### config.mk
export PLATFORM = sky130hd
export DESIGN_NAME = load_sequencer
export DESIGN_NICKNAME = d
export VERILOG_FILES = /design/src/rtl/load_sequencer.sv
export SDC_FILE = /design/constraint.sdc
export NUM_CORES = 1
export LEC_CHECK = 0
export ABC_CLOCK_PERIOD_IN_PS = 1500
export BUFFER_PORTS_ARGS = -buffer_cell sky130_fd_sc_hd__buf_2
export CAP_MARGIN = 20
export CORE_MARGIN = 4
export CORE_UTILIZATION = 42
export CTS_CLUSTER_SIZE = 10
export DETAILED_ROUTE_END_ITERATION = 8
export PLACE_DENSITY = 0.78
export SLEW_MARGIN = 20
export SYNTH_ARGS = -nofsm -noshare
export SYNTH_HDL_FRONTEND = slang
export SYNTH_SLANG_ARGS = --single-unit
### constraint.sdc
create_clock -name clk -period 1.5 [get_ports clk]
set_clock_uncertainty 0.1 [all_clocks]
set_input_delay 0.45 -clock clk [delete_from_list [all_inputs] [get_ports clk]]
set_output_delay 0.45 -clock clk [all_outputs]
set_load 0.1 [all_outputs]
### src/rtl/load_sequencer.sv
// Runs one lw/lh/lb end to end: memory read, MDR strobe, LoadMask select,
// masked-word capture and register-file write-back, all from a single request.
module load_sequencer #(
  parameter int unsigned MEM_LAT = 1
) (
  input  logic        clk,
  input  logic        reset,
  input  logic        req_valid,
  output logic        req_ready,
  input  logic [1:0]  req_type,
  input  logic [31:0] req_addr,
  input  logic [4:0]  req_rd,
  output logic [31:0] mem_addr,
  output logic        mem_rd,
  output logic        mdr_load,
  output logic [1:0]  mask_ct,
  input  logic [31:0] mask_out,
  output logic        wb_en,
  output logic [4:0]  wb_rd,
  output logic [31:0] wb_data,
  output logic        done,
  output logic        err,
  output logic        busy
);

  localparam int unsigned CNT_W  = 4;
  localparam int unsigned TYPE_W = 2;
  localparam logic [CNT_W-1:0]  CNT_LOAD     = CNT_W'(MEM_LAT - 1);
  localparam logic [TYPE_W-1:0] TYPE_ILLEGAL = TYPE_W'(3);

  typedef enum logic [2:0] {
    IDLE,
    READ,
    LATCH,
    MASK,
    WB
  } state_t;

  state_t           state;
  state_t           state_d;
  logic [CNT_W-1:0] cnt;
  logic [CNT_W-1:0] cnt_d;
  logic             capture;
  logic             mem_rd_d;
  logic             mdr_load_d;
  logic             wb_en_d;
  logic             err_d;
  logic             busy_d;
  logic             req_ready_d;

  // Next-state logic; outputs are decoded from the next state so they
  // appear registered yet line up with the state they belong to.
  always_comb begin
    state_d = state;
    cnt_d   = cnt;
    capture = 1'b0;
    err_d   = 1'b0;
    case (state)
      IDLE: begin
        if (req_valid) begin
          if (req_type == TYPE_ILLEGAL) begin
            err_d = 1'b1;
          end else begin
            capture = 1'b1;
            cnt_d   = CNT_LOAD;
            state_d = READ;
          end
        end
      end
      READ: begin
        if (cnt == '0) begin
          state_d = LATCH;
        end else begin
          cnt_d = cnt - CNT_W'(1);
        end
      end
      LATCH:   state_d = MASK;
      MASK:    state_d = WB;
      WB:      state_d = IDLE;
      default: state_d = IDLE;
    endcase
    mem_rd_d    = (state_d == READ);
    mdr_load_d  = (state_d == LATCH);
    wb_en_d     = (state_d == WB);
    busy_d      = (state_d != IDLE);
    req_ready_d = (state_d == IDLE);
  end

  // State register and registered control outputs.
  always_ff @(posedge clk) begin
    if (!reset) begin
      state     <= IDLE;
      cnt       <= '0;
      mem_rd    <= 1'b0;
      mdr_load  <= 1'b0;
      wb_en     <= 1'b0;
      done      <= 1'b0;
      err       <= 1'b0;
      busy      <= 1'b0;
      req_ready <= 1'b1;
    end else begin
      state     <= state_d;
      cnt       <= cnt_d;
      mem_rd    <= mem_rd_d;
      mdr_load  <= mdr_load_d;
      wb_en     <= wb_en_d;
      done      <= wb_en_d;
      err       <= err_d;
      busy      <= busy_d;
      req_ready <= req_ready_d;
    end
  end

  // Request fields stay held until the next legal accept; the masked word
  // is taken at the end of MASK, after the MDR has settled.
  always_ff @(posedge clk) begin
    if (!reset) begin
      mem_addr <= '0;
      mask_ct  <= '0;
      wb_rd    <= '0;
      wb_data  <= '0;
    end else begin
      if (capture) begin
        mem_addr <= req_addr;
        mask_ct  <= req_type;
        wb_rd    <= req_rd;
      end
      if (state == MASK) begin
        wb_data <= mask_out;
      end
    end
  end

endmodule

Word level (Yosys, flattened, before mapping)
Index checks and enable logic that the tools add are counted.
- register bits after elaboration: 84
- latch bits: 0
- memory bits (writable): 0
- ROM bits: 0
- bits of input ports: 74
- output and inout bits: 78
- word-level logic and storage cells: 42
- memories: 0
- $add $sub $neg: 1
- $mul: 0
- divide/modulo/power cells: 0
- $lt $le $gt $ge: 0
- eq/ne operators: 10
- shift operators: 0
- mux-type cells: 12
- bitwise logic cells: 0
- reductions and logical operators: 7
- operators with widths (operator ; count):
    4-bit 2-to-1 mux ; 3
    3-bit case mux with 4 select lines ; 1
    3-bit by 2-bit equality test with 1-bit output (second input constant) ; 3
    3-bit 2-to-1 mux ; 3
    4-bit case mux with 2 select lines ; 1
    3-bit by 1-bit equality test with 1-bit output (second input constant) ; 2
    3-bit logical NOT ; 2
    2-bit inequality test (second input constant) ; 3
    4-bit logical NOT ; 1
    1-bit 2-to-1 mux ; 4
    4-bit AND reduction ; 1
    4-bit by 1-bit subtractor with 4-bit output (second input constant) ; 1
    3-bit equality test (second input constant) ; 1
    3-bit AND reduction ; 1
    3-bit nonzero test ; 1
    2-bit equality test (second input constant) ; 1
    2-bit nonzero test ; 1

Logic depth before layout (Yosys ltp)
- depth in word-level cells: 5
- mapped depth: 6
- depth with buffers taken out: 5

Worst setup path after synthesis
OpenSTA, ideal clock, no wires.
- kind: flip-flop to output port
- from: register, netlist name done
- to: output port wb_en
- arrival: 1.356 ns
- required time: 0.950 ns
- setup slack: -0.406 ns
- cell stages (with the launch flop): 2
- path buffers: 1
- cells stage by stage: dfxtp_1 buf_4
- RTL lines (item ; line ; source):
    end, declared ; 18 ; output logic wb_en,

Worst setup path after layout
- from: register cnt[0]
- to: register state[1]
- longest elaborated chain between the ends: 3
- RTL lines (item ; line ; source):
    start, declared ; 41 ; logic [CNT_W-1:0] cnt;
    start signal, assigned ; 103 ; cnt <= cnt_d;
    4-bit logical NOT ; 71 ; if (cnt == '0) begin
    3-bit 2-to-1 mux ; 71 ;
    3-bit case mux with 4 select lines ; 58 ; case (state)
    end signal, assigned ; 102 ; state <= state_d;
    end, declared ; 39 ; state_t state;
Every way passes these cells.
A chain may end at the register's enable or synchronous reset.

==> metrics.cfg <==
[synthesis]
synthMuxAreaShare=0.00346
ys.flop_type=dfxtp_1
synth_fa_ha_area_frac=0.00769
synth_warnings=0
synth_compound_area_frac=0.207
synth_area_per_cell_um2=8.43
yosysSeqAreaShare=0.517
synthDistinctLibCells=40
synthCells=386
netlist.area_leader.share=0.517
yosys.area.top_type=dfxtp_1
synth-seq-cells=84
post_synth_main_area_contributors=dfxtp_1 52%, a21oi_1 11%, nand2_1 8.1%
synth-simple-area-share=0.196
synth_edf_count=0
netlist_area_um2=3250
synth_top_family_by_area=compound AO/OA/AOI/OAI gates
async_reset_ff_frac=0
synth_nets=462
synth-xor-area-share=0

[route]
drt_iter0_markers=124
via_per_inst=5.26
drc=0
wl_mm=10.5
ant_nets=0
wl_per_cell_um=16.3
vias=3372
firstDrtPassIters=4

[setup_path]
reg2reg_from=cnt[0]
critPathRequiredTime_ns=1.69
cp-start-kind=flop
reg2reg_to=state[1]
cp.arrival_ns=1.78
critPathKind=flop to flop
cp_max_fo=5
ff2ff_path_depth=5
ff2ff_setup_slack_ns=-0.09
endpoint_kind=flop

[job]
max_cap_violations=0

[final_layout]
fin_cells=641
postLayoutCellArea_um2=5730
drive_gt1_frac=0.515
fin_nets=613
area_growth_pct=75.9
diodes=0

[sta]
slew_headroom=0.748
hold_viol=0
post-route-min-period_ns=1.59
maxSlewViolCount=0
fmax_mhz=628
post-route-period-util=1.06
rsz0062_at_grt=true
worst_slack_ns=-0.0934
finalSetupTns_ns=-0.285
setup_viol=5
max_slew.worst_pin.slew_ns=0.377

[placed_design]
placed_cell_area_um2=5330
dp_cells=620
post-dp-hpwl_mm=7.33
gp_congestion=0.802
pre_cts_slack_ns=-0.148
io_buffers=151

[power]
p_int_uw=3750
power_density_nw_per_um2=1050
power_frac_clock=0.251
p_leak_uw=0.00223
p_seq_frac=0.415
power.switching_uw=2240
netSwitchingFraction=0.375
peakVddDrop_mv=0.725
power_frac_comb=0.334
finalPower_uw=5990

[die]
rows=31
die_w_um=96.0
die_h_um=96.0
core-area_um2=7410
dieArea_um2=9220
io_pins=152
start_util=0.439

[hold_path]
holdPathStages=3
hold_end=wb_data[1]
hp-start=mask_out[1]
hp-class=primary input to flop

[global_routing]
grt_max_degree=41
antenna_found_initial=0
grt_pass1_vias=3284
track_usage=0.213
grt_pass1_wl_mm=15.5
grt_overflow=0

[cts]
clkSinkCount=84
root_buffer=clkbuf_8
cts.clk_slew.worst_paths_ns=0.10
cts_tree=done
cts_made_buffers=9
cts_htree_levels=3
clockBufferDepth=2
clk_latency_ns=0.34

[outcome]
violations=setup timing
outcome=finished, violations left

==> state kept, by name (all words and copies together) (netlist names) <==
| register | count |
|---|---|
| cnt | 4 |
| err | 1 |
| state | 3 |
| wb_data | 32 |
| done | 1 |
| mdr_load | 1 |
| mem_addr | 32 |
| mem_rd | 1 |
| req_ready | 1 |
| busy | 1 |
| mask_ct | 2 |
| wb_rd | 5 |
==> logic make-up (layout without fill, tap and decap cells) <==
kind of cell               after synthesis  in the layout
DFF                                     84             84
muxes                                    1              1
AOI/OAI and AO/OA                      123            123
buffers and inverters                   41            197
and+or+nand+nor                        135            135
adders and majority gates                2              2
==> metrics by stage <==
stage / utilization / hold WS [ns]
after floorplan: - / 0.349
after global placement: 0.719 / 0.379
after detailed placement: 0.719 / 0.383
after CTS: 0.753 / 0.217
after global routing: 0.773 / 0.212
final: 0.773 / 0.219
==> worst max path at each step <==
| stage | start | cells after the start | slack [ns] | endpoint |
|---|---|---|---|---|
| finish | cnt[0] | 5 | -0.09 | state[1] |
| global route | state[2] | 4 | -0.15 | cnt[3] |
| CTS | cnt[0] | 5 | -0.13 | cnt[2] |
| detailed placement | req_type[0] | 5 | -0.15 | mem_addr[22] |
| global placement | req_type[0] | 5 | -0.08 | mem_addr[18] |
| floorplan | cnt[0] | 5 | -0.009 | cnt[2] |
==> critical path: stages, from the launching register on <==
cell,delay [ns]
dfxtp_2,0.33
inv_2,0.09
ha_4,0.14
or3b_4,0.42
or3_4,0.35
a21oi_2,0.11
==> Yosys cell counts, types with 2 or more instances <==
master and n:
dfxtp_1 84, a21oi_1 73, nand2_1 70, nand3_1 40, o21ai_1 40, buf_2 14, clkbuf_1 13, buf_6 6
nor2_1 4, inv_1 3, nor3_1 3, or3_1 3, a211oi_2 2, buf_1 2, buf_4 2, ha_1 2
nor2_4 2
==> per-layer routing <==
metal | GRT usage | vias to the layer above | routed length [um]
met4 | 0.0995 | 0 | 321
met5 | 0 | - | 0
met1 | 0.244 | 1582 | 3840
met3 | 0.0555 | 27 | 882
met2 | 0.368 | 140 | 5430
li1 | - | 1623 | -
==> cell type report <==
class | count | area (um^2)
multi-input cells | 261 | 1430
well taps | 99 | 124
flip-flops and latches | 84 | 1760
clock inverters | 6 | 48.8
repair buffers | 177 | 2220
inverters | 4 | 15.0
fillers | 480 | 1680
clock buffers | 10 | 138
==> placed cells by master (no fill, tap or decap), types with 4 or more instances in the layout <==
cell type,synthesis,final
buf_12,0,83
buf_2,14,73
a21oi_1,73,71
nand2_1,70,69
dfxtp_2,0,58
o21ai_1,40,40
nand3_1,40,39
dfxtp_1,84,25
buf_4,2,16
clkbuf_8,0,10
nor2_1,4,4
buf_6,6,4
==> power by group through the flow <==
stage,Clock (uW),Combinational [uW],Sequential (uW)
after floorplan,0,438,3250
after global placement,0,1890,2510
after detailed placement,0,1930,2520
after CTS,1530,1940,2470
after global routing,1660,2080,2500
final,1500,2000,2490
==> repair_timing <==
item	CTS	global route
pin swaps	4	5
cloned	0	1
resized for setup	14	62
hold buffers	0	0
buffers inserted	2	2
setup endpoints to repair	11	74
Power figures use the tool's default switching activity.
